[config.mk]
export PLATFORM = sky130hd
export DESIGN_NAME = knn_sort_ctrl
export DESIGN_NICKNAME = d
export VERILOG_FILES = /design/src/rtl/knn_sort_ctrl.sv
export SDC_FILE = /design/constraint.sdc
export NUM_CORES = 1
export LEC_CHECK = 0
export CAP_MARGIN = 20
export CORE_MARGIN = 5
export CORE_UTILIZATION = 45
export CTS_CLUSTER_DIAMETER = 120
export DETAILED_ROUTE_END_ITERATION = 10
export PLACE_DENSITY_LB_ADDON = 0.05
export SLEW_MARGIN = 20
export SYNTH_ARGS = -nofsm -noshare
export SYNTH_HDL_FRONTEND = slang
export SYNTH_SLANG_ARGS = --single-unit
export TNS_END_PERCENT = 100
[constraint.sdc]
create_clock -name clk -period 13.55 [get_ports clk]
set_input_delay 1.355 -clock clk [delete_from_list [all_inputs] [get_ports clk]]
set_output_delay 1.355 -clock clk [all_outputs]
set_load 0.1 [all_outputs]
[src/rtl/knn_sort_ctrl.sv]
// Frame sequencer for the bitonic distance sorter: collects up to N distance/type
// pairs, launches the sorter, and streams the K nearest results downstream.
module knn_sort_ctrl #(
  parameter int L      = 3,
  parameter int W      = 16,
  parameter int TYPE_W = 3,
  parameter int K      = 3
) (
  input  logic                    clk,
  input  logic                    rst,
  input  logic                    in_valid,
  output logic                    in_ready,
  input  logic [W-1:0]            in_dist,
  input  logic [TYPE_W-1:0]       in_type,
  input  logic                    in_last,
  output logic                    sort_in_valid,
  output logic                    sort_ascending,
  output logic [W*(1<<L)-1:0]     sort_in,
  output logic [TYPE_W*(1<<L)-1:0] sort_in_type,
  input  logic [W*(1<<L)-1:0]     sort_out,
  input  logic [TYPE_W*(1<<L)-1:0] sort_out_type,
  input  logic                    sort_out_valid,
  output logic                    out_valid,
  input  logic                    out_ready,
  output logic [W-1:0]            out_dist,
  output logic [TYPE_W-1:0]       out_type,
  output logic                    out_last,
  output logic                    trunc_err,
  output logic                    busy
);

  localparam int N = 1 << L;

  typedef enum logic [2:0] {COLLECT, DISCARD, LAUNCH, WAIT, DRAIN} state_t;

  state_t              state, state_nx;
  logic [L:0]          count, idx, nout;
  logic                discard;
  logic [W-1:0]        buf_dist [N];
  logic [TYPE_W-1:0]   buf_type [N];
  logic [W-1:0]        res_dist [N];
  logic [TYPE_W-1:0]   res_type [N];

  for (genvar g = 0; g < N; g++) begin : g_pack
    assign sort_in[W*g +: W]                = buf_dist[g];
    assign sort_in_type[TYPE_W*g +: TYPE_W] = buf_type[g];
  end

  assign sort_ascending = 1'b1;
  assign busy = !(state == COLLECT && count == '0);
  // Padding is never emitted because at most count results are streamed.
  assign nout     = (count < (L+1)'(K)) ? count : (L+1)'(K);
  assign out_last = (state == DRAIN) && (idx == nout - 1'b1);
  assign out_dist = (state == DRAIN) ? res_dist[idx[L-1:0]] : '0;
  assign out_type = (state == DRAIN) ? res_type[idx[L-1:0]] : '0;

  always_comb begin
    state_nx      = state;
    in_ready      = 1'b0;
    sort_in_valid = 1'b0;
    out_valid     = 1'b0;
    trunc_err     = 1'b0;
    case (state)
      COLLECT: begin
        in_ready = 1'b1;
        if (in_valid) begin
          if (in_last) begin
            state_nx = LAUNCH;
          end else if (count == (L+1)'(N-1)) begin
            state_nx  = LAUNCH;
            trunc_err = 1'b1;
          end
        end
      end
      DISCARD: begin
        in_ready = 1'b1;
        if (in_valid && in_last) state_nx = COLLECT;
      end
      LAUNCH: begin
        sort_in_valid = 1'b1;
        state_nx      = WAIT;
      end
      WAIT: begin
        if (sort_out_valid) state_nx = DRAIN;
      end
      DRAIN: begin
        out_valid = 1'b1;
        if (out_ready && out_last) state_nx = discard ? DISCARD : COLLECT;
      end
      default: state_nx = COLLECT;
    endcase
  end

  always_ff @(posedge clk or posedge rst) begin
    if (rst) begin
      state   <= COLLECT;
      count   <= '0;
      idx     <= '0;
      discard <= 1'b0;
      for (int unsigned i = 0; i < N; i++) begin
        buf_dist[i] <= '1;
        buf_type[i] <= '0;
        res_dist[i] <= '0;
        res_type[i] <= '0;
      end
    end else begin
      state <= state_nx;
      case (state)
        COLLECT: begin
          if (in_valid) begin
            buf_dist[count[L-1:0]] <= in_dist;
            buf_type[count[L-1:0]] <= in_type;
            count <= count + 1'b1;
            if (!in_last && count == (L+1)'(N-1)) discard <= 1'b1;
          end
        end
        DISCARD: begin
          if (in_valid && in_last) discard <= 1'b0;
        end
        WAIT: begin
          if (sort_out_valid) begin
            idx <= '0;
            for (int unsigned i = 0; i < N; i++) begin
              res_dist[i] <= sort_out[W*i +: W];
              res_type[i] <= sort_out_type[TYPE_W*i +: TYPE_W];
            end
          end
        end
        DRAIN: begin
          if (out_ready) begin
            idx <= idx + 1'b1;
            if (out_last) begin
              count <= '0;
              for (int unsigned i = 0; i < N; i++) begin
                buf_dist[i] <= '1;
                buf_type[i] <= '0;
              end
            end
          end
        end
        default: ;
      endcase
    end
  end

endmodule

==> results of run 1 <==
-- sequential cells by signal (all words and copies together), names as in the netlist --
signal        count
sort_in_type     24
res_dist        128
state             3
idx               4
discard           1
count             4
sort_in         128
res_type         24
-- placed cells by master, fill, tap and decap left out, types with 3 or more instances in the layout --
cell             count
clkdlybuf4s50_1    353
a21oi_1            230
dfrtp_1            186
mux2_2             152
dfstp_2            128
nor2_1              44
mux4_2              38
o21ai_0             37
clkbuf_16           37
nand2_1             30
o2bb2ai_1           21
mux2i_1             19
buf_4               15
clkbuf_1            14
clkbuf_8             9
nand3_1              6
or3_1                5
diode_2              4
xnor2_1              4
a21oi_4              4
ha_1                 4
a22o_1               3
-- tightest hold or removal path: stages, from the launching register on --
cell and delay, ps:
dfstp_2 360, o21ai_0 50, o21ai_1 60
-- routing by layer --
metal  vias to the layer above  track usage (%)  share of wire (%)  wire (um)
li1                       4385                -                  -          -
met1                      4914             30.9                 42      16300
met2                       312             36.3                 48      18500
met3                        76             6.88                7.6       2940
met4                        10             6.64                2.7       1070
met5                         -                0               0.14         55
-- cell type report --
cell class,instances,area (sq um)
antenna,4,10.0
clock buffer,60,1100
clock inverter,3,22.5
fill,2390,11100
inverter,4,22.5
multi-input combinational,628,5030
sequential,316,8070
tap,390,488
timing repair buffer,369,3670
-- worst paths after layout --
kind,end,cells past startpoint
hold reg to reg,sort_in[38]$_DFFE_PP1P_,2
hold / removal,sort_in[38]$_DFFE_PP1P_,2
min in group asynchronous,sort_in_type[6]$_DFFE_PP0P_,2
setup reg to reg,sort_in[2]$_DFFE_PP1P_,12
max in group asynchronous,res_type[21]$_DFFE_PP0P_,3
setup / recovery,out_last,9
-- logic make-up (layout without fill, tap and decap cells) --
logic type      count (synthesis)  count (layout)
flops                         316             316
compound gates                304             304
mux                           209             209
simple gates                  105             105
buf+inv                        79             436
xor+xnor                        5               5
fa+ha+maj                       4               4
other cells                     1               5
-- through the flow --
step / setup WS, ps / utilization [%] / hold WS, ps
after floorplan: 3660 / - / 469
after global placement: 8690 / 58.4 / 473
after detailed placement: 8640 / 58.4 / 477
after CTS: 8300 / 62.2 / 486
after global routing: 8100 / 62.3 / 497
final: 8300 / 62.3 / 483
==> flow_metrics.tcl, run 1 <==
set metrics [dict create \
    cp_num_buf_inv 1 \
    worstMarginPinSlew_ps 1080 \
    critPathSlowestCell "clkdlybuf4s50_1" \
    outcome "finished clean" \
    async_flop_share_pct 100 \
    first_pass_iters 5 \
    cts_setup_buffers 0 \
    rows 63 \
    grt_max_degree 132 \
    cts_buffers 36 \
    min_period_over_period_pct 38.8 \
    area_growth_pct 36.7 \
    hp-start "sort_in[38]$_DFFE_PP1P_" \
    synth.most_common_cell "a21oi_1" \
    die_h_um 183 \
    ys_top_cells_by_count "a21oi_1, dfrtp_1, mux2_2" \
    synth-compound-area-share_pct 12.4 \
    synth_top_family_by_area "multiplexers" \
    cts_tree "built" \
    critPathMostFrequentCell "nor2_1" \
    yosys.cell_types.count 47 \
    nets 1536 \
    fin_setup_tns_ps 0 \
    rsz0062_at_grt "no" \
    required_ps 12190 \
    crit_path_max_fanout 9 \
    synth.area.mux_share_pct 20.5 \
    ioPinCount 355 \
    crit_arrival_ps 3900 \
    dp.cells 1706 \
    hold_viol_final 0 \
    hold_buffers 0 \
    crit_chain "ha_1 > or3_1 > nor2_1 > ha_1 > xnor2_1 > nor2_1 > nand4_1 > nor2_1 > clkdlybuf4s50_1" \
    fin_area_sq_mm 0.0184 \
    yosys.area_share.simple_pct 3.68 \
    r2r_start "count[0]$_DFFE_PP0P_" \
    cts.sinks 316 \
    core-area_sq_mm 0.0296 \
    syn_nets 1204 \
    synth_seq_cells 316 \
    place_area_sq_mm 0.0173 \
    synth_top_area_cell "dfrtp_1" \
    drv_cap 0 \
    drive_gt1_share_pct 28.6 \
    viasPerCell 5.47 \
    clock_skew_ps 15.8 \
    synth_edf_count 0 \
    clk_pin_slew_worst_paths_ps 60 \
    antenna_found_initial 9 \
    cp-end-kind "primary output" \
    antenna_left 0 \
    synth_area_sq_mm 0.0135 \
    root_buffer "clkbuf_16" \
    fin_cells 1774 \
    drcViolationCount 0 \
    wirelength_mm 38.8 \
    startpoint "count[0]$_DFFE_PP0P_" \
    drtIter0Drc 687 \
    synthTopCellsByArea "dfrtp_1, dfstp_2, mux2_2, a21oi_1, mux4_2" \
    ctsResizeCount 0 \
    wl_per_cell_um 21.9 \
    fmaxAchievable_mhz 190 \
    clock_latency_ps 510 \
    maxSlewViolCount 0 \
    grt_use_total_pct 22.9 \
    grt_pass1_wl_mm 60.9 \
    initial_core_util_pct 45.6 \
    ys_seq_area_share_pct 59.9 \
    critPathMaxStageDelay_ps 1160 \
    numPortBuffers 353 \
    rrSetupSlack_ps 9730 \
    final.min_clock_period_ps 5250 \
    dp_hpwl_mm 26.5 \
    setup_viol_count_final 0 \
    critPathLaunchType "register" \
    syn_avg_cell_area_sq_um 13.2 \
    routed-via-count 9697 \
    relSlewSlack_pct 28.0 \
    h-tree-depth 2 \
    gp_congestion 0.840 \
    die-area_sq_mm 0.0335 \
    crit_family "buffers and inverters" \
    synth_fa_ha_area_share_pct 0.372 \
    synth_xor_area_share_pct 0.325 \
    ys.flop_type "dfrtp_1" \
    netlist_instances 1023 \
    hold_path.class "reg2reg" \
    critPathKind "reg2out" \
    first_global_vias 10300 \
    gr-total-overflow 0 \
    clk_path_buf_depth 3 \
    die_w_um 183 \
    synth_warnings 0 \
    synth.top_cell.area_share_pct 34.9 \
]
Power of run 1 is not shown: default switching activity piles up to over one toggle a cycle in this logic, so the estimate is an artifact.
==> run 2: changes to the inputs <==
Settings changed: CORE_UTILIZATION 45 to 44.
Clock period 13.55 ns to 4.75 ns, I/O delays scaled along.
==> run 2 against run 1 <==
  * Clock skew down 4.3 ps
  * Die area up 2.1%
  * Hold slack worse by 180 ps
  * Cell count up 0.28%
  * Final area up 0.30%
  * Routed wire length down 0.47%
  * Flip-flop and latch count unchanged
  * Register-to-register slack worse by 8400 ps
  * Critical endpoint is now out_dist[8]
  * Largest cell class unchanged
==> flow_metrics.tcl, run 2 (synthesis gave the netlist of run 1 again) <==
set metrics [dict create \
    min_period_over_period_pct 78.9 \
    critPathLaunchType "register" \
    setup_viol_count_final 0 \
    critPathKind "reg2out" \
    wirelength_mm 38.6 \
    root_buffer "clkbuf_16" \
    die-area_sq_mm 0.0342 \
    grt_pass1_wl_mm 59.3 \
    holdWs_ps 300 \
    cts_buffers 36 \
    hold_viol_final 0 \
    initial_core_util_pct 44.3 \
    die_h_um 185 \
    r2r_start "count[0]$_DFFE_PP0P_" \
    place_area_sq_mm 0.0173 \
    routed-via-count 9693 \
    required_ps 4280 \
    rsz0062_at_grt "no" \
    rrSetupSlack_ps 1340 \
    relSlewSlack_pct 28.2 \
    ctsResizeCount 0 \
    wl_per_cell_um 21.7 \
    final_cell_mix "clkdlybuf4s50_1, a21oi_1, dfrtp_1, mux2_2, dfstp_2" \
    fin_setup_tns_ps 0 \
    antenna_found_initial 8 \
    die_w_um 185 \
    cts_setup_buffers 0 \
    maxSlewViolCount 0 \
    drtIter0Drc 593 \
    numPortBuffers 353 \
    hold_buffers 0 \
    r2r_cells 10 \
    antenna_left 0 \
    rows 64 \
    worstMarginPinSlew_ps 1070 \
    gp_congestion 0.790 \
    reg2reg_to "sort_in[84]$_DFFE_PP1P_" \
    crit_arrival_ps 3270 \
    first_pass_iters 5 \
    grt_use_total_pct 22.2 \
    drv_cap 0 \
    clk_pin_slew_worst_paths_ps 60 \
    nets 1538 \
    final_common_cell "clkdlybuf4s50_1" \
    cp-end-kind "primary output" \
    drive_gt1_share_pct 29.1 \
    grt_max_degree 158 \
    preCtsSetupSlack_ps 1400 \
    timing.final.ws_setup_ps 1000 \
    crit_path_max_fanout 18 \
    first_global_vias 10200 \
    gr-total-overflow 0 \
    viasPerCell 5.45 \
    area_growth_pct 37.1 \
    cts.sinks 316 \
    clk_path_buf_depth 3 \
    clock_skew_ps 11.5 \
    core-area_sq_mm 0.0304 \
    nFillCells 2547 \
    clock_latency_ps 500 \
    ioPinCount 355 \
    outcome "finished clean" \
    hold_path.class "in2async" \
    dp_hpwl_mm 26.4 \
    drcViolationCount 0 \
    final.min_clock_period_ps 3750 \
    fin_area_sq_mm 0.0185 \
    fmaxAchievable_mhz 267 \
    h-tree-depth 2 \
    cts_tree "built" \
]
[run 2: cell types whose count changed in the layout (fill, tap and decap cells not counted), sizes merged]
cell | before | now
clkdlybuf4s50 | 353 | 350
clkinv | 2 | 6
clkinvlp | 0 | 1
clkbuf | 60 | 54
bufinv | 0 | 1
inv | 5 | 2
buf | 16 | 21
[run 2: cell type report]
class	count	area (sq um)	area share [%]
Sequential cell	316	8070	43.7
Clock buffer	54	1060	5.74
Clock inverter	6	55.1	0.298
Timing Repair Buffer	371	3730	20.2
Multi-Input combinational cell	628	5030	27.3
Tap cell	396	495	2.68
Inverter	4	18.8	0.102
Antenna cell	4	10.0	0.0542
[run 2: layer usage]
layer / wire [um] / track usage [%]
met5: 54 / 0
met4: 1420 / 8.25
met3: 3160 / 6.13
met2: 18000 / 34.7
met1: 16000 / 29.9
[run 2: worst max-delay path, cell delays in order, from the launching register on]
cell and delay (ps):
dfrtp_2 710, buf_12 270, mux4_2 570, mux2i_1 150
nor2_1 80, clkdlybuf4s50_1 990
[run 2: metrics by stage]
| step | util, % | std cells |
|---|---|---|
| 4_1_cts | 60.7 | 1775 |
| 3_3_place_gp | 57.0 | 1715 |
| 5_1_grt | 60.7 | 1779 |
| 3_5_place_dp | 57.0 | 1715 |
| 2_1_floorplan | - | 1023 |
| 6_report | 60.7 | 1779 |
[run 2: worst max-delay path by stage]
stage,startpoint,end,slack [ps],cells after the start
global route,idx[0]$_DFFE_PP0P_,out_dist[3],800,5
floorplan,rst,count[0]$_DFFE_PP0P_,170,1
global placement,idx[0]$_DFFE_PP0P_,out_dist[11],1460,5
detailed placement,count[0]$_DFFE_PP0P_,sort_in[84]$_DFFE_PP1P_,1400,10
CTS,idx[0]$_DFFE_PP0P_,out_dist[8],920,5
finish,idx[0]$_DFFE_PP0P_,out_dist[8],1000,5
Power of run 2 is left out for the same reason.
==> run 3: changes to the inputs <==
Settings changed: CORE_UTILIZATION 44 to 45.
Clock period 4.75 ns to 3.5 ns, I/O delays scaled along.
==> run 3 against run 2 <==
  * Global-route usage grew 0.29 points
  * Register-to-register slack got worse by 1100 ps
  * Die area shrank 2.1%
  * Non-clock buffer count is 5 higher
  * Sequential share of layout area fell by 0.26 points
  * Via count rose by 1.3%
  * First-iteration DRC count is 2.2% lower
  * Highest routed layer unchanged
  * Clock skew is 8.9 ps higher
==> flow_metrics.tcl, run 3 (synthesis gave the netlist of run 1 again) <==
set metrics [dict create \
    nets 1543 \
    clk_path_buf_depth 3 \
    first_global_vias 10300 \
    numPortBuffers 353 \
    wirelength_mm 38.6 \
    maxSlewViolCount 0 \
    fin_setup_tns_ps 0 \
    hold_viol_final 0 \
    drtIter0Drc 580 \
    timing.final.ws_setup_ps 235 \
    setup_viol_count_final 0 \
    grt_use_total_pct 22.5 \
    gp_congestion 0.818 \
    die_h_um 183 \
    clock_latency_ps 520 \
    drive_gt1_share_pct 31.5 \
    gr-total-overflow 0 \
    cp-end-kind "primary output" \
    rows 63 \
    fmaxAchievable_mhz 306 \
    critPathKind "reg2out" \
    dp_hpwl_mm 26.4 \
    crit_family "simple AND/OR/NAND/NOR gates" \
    rsz0062_at_grt "no" \
    drcViolationCount 0 \
    holdWs_ps 160 \
    crit_arrival_ps 2920 \
    root_buffer "clkbuf_16" \
    min_period_over_period_pct 93.3 \
    wl_per_cell_um 21.7 \
    routed-via-count 9821 \
    critPathSlowestCell "dfrtp_1" \
    viasPerCell 5.51 \
    preCtsSetupSlack_ps 427 \
    initial_core_util_pct 45.6 \
    required_ps 3150 \
    cts_tree "built" \
    grt_max_degree 129 \
    critPathLaunchType "register" \
    antenna_found_initial 7 \
    nFillCells 2325 \
    die-area_sq_mm 0.0335 \
    h-tree-depth 2 \
    outcome "finished clean" \
    die_w_um 183 \
    hold_buffers 0 \
    final_cell_mix "clkdlybuf4s50_1, a21oi_1, dfrtp_1, mux2_2, dfstp_2" \
    cts_buffers 36 \
    final_common_cell "clkdlybuf4s50_1" \
    ioPinCount 355 \
    core-area_sq_mm 0.0296 \
    hold_path.class "in2async" \
    final.min_clock_period_ps 3270 \
    crit_path_max_fanout 9 \
    clock_skew_ps 20.4 \
    critPathMaxStageDelay_ps 460 \
    area_growth_pct 38.0 \
    fin_util_pct 62.9 \
    relSlewSlack_pct 27.8 \
    crit_chain "ha_1 > or3_1 > nor2_1 > ha_1 > xnor2_1 > nor2_1 > nand4_1 > nor2_4 > buf_12" \
    cts.sinks 316 \
    cp_num_buf_inv 1 \
    first_pass_iters 7 \
    antenna_left 0 \
    clk_pin_slew_worst_paths_ps 60 \
    worstMarginPinSlew_ps 1080 \
    grt_pass1_wl_mm 59.3 \
    drv_cap 0 \
]
==> run 3: per-layer routing <==
metal / up-vias / global-route usage [%] / part of all wire (%)
li1: 4404 / - / -
met1: 4951 / 30.0 / 41
met2: 389 / 36.3 / 48
met3: 67 / 6.78 / 8.3
met4: 10 / 5.93 / 2.6
met5: - / 0 / 0.16
==> run 3: repair_timing <==
action,4_1_cts,5_1_grt
setup endpoints to repair,0,1
buffers inserted,0,1
gates resized for setup,0,2
==> run 3: path summary, 6_finish.rpt <==
path,startpoint,endpoint,slack (ps),cells after the start
setup / recovery,count[0]$_DFFE_PP0P_,out_last,230,9
hold / removal,rst,sort_in_type[21]$_DFFE_PP0P_,160,2
setup reg to reg,count[0]$_DFFE_PP0P_,sort_in_type[23]$_DFFE_PP0P_,280,12
hold reg to reg,sort_in_type[11]$_DFFE_PP0P_,sort_in_type[11]$_DFFE_PP0P_,490,1
max in group asynchronous,rst,sort_in[65]$_DFFE_PP1P_,2340,4
min in group clk,sort_out[107],res_dist[27]$_DFFE_PP0P_,440,2
==> run 3: final cells by class <==
cell class	count	area (sq um)	area share [%]
clock inverters	8	72.6	0.391
well taps	390	488	2.63
repair buffers	376	3770	20.3
clock buffers	57	1110	5.98
diodes	2	5.00	0.0269
inverters	4	18.8	0.101
multi-input cells	628	5050	27.2
flip-flops and latches	316	8070	43.4
==> run 3: stage by stage <==
step / cell area [sq um] / cells
4_1_cts: 18600 / 1778
2_1_floorplan: 13500 / 1023
3_3_place_gp: 17400 / 1713
5_1_grt: 18600 / 1781
6_report: 18600 / 1781
3_5_place_dp: 17400 / 1713
Power of run 3 is left out for the same reason.
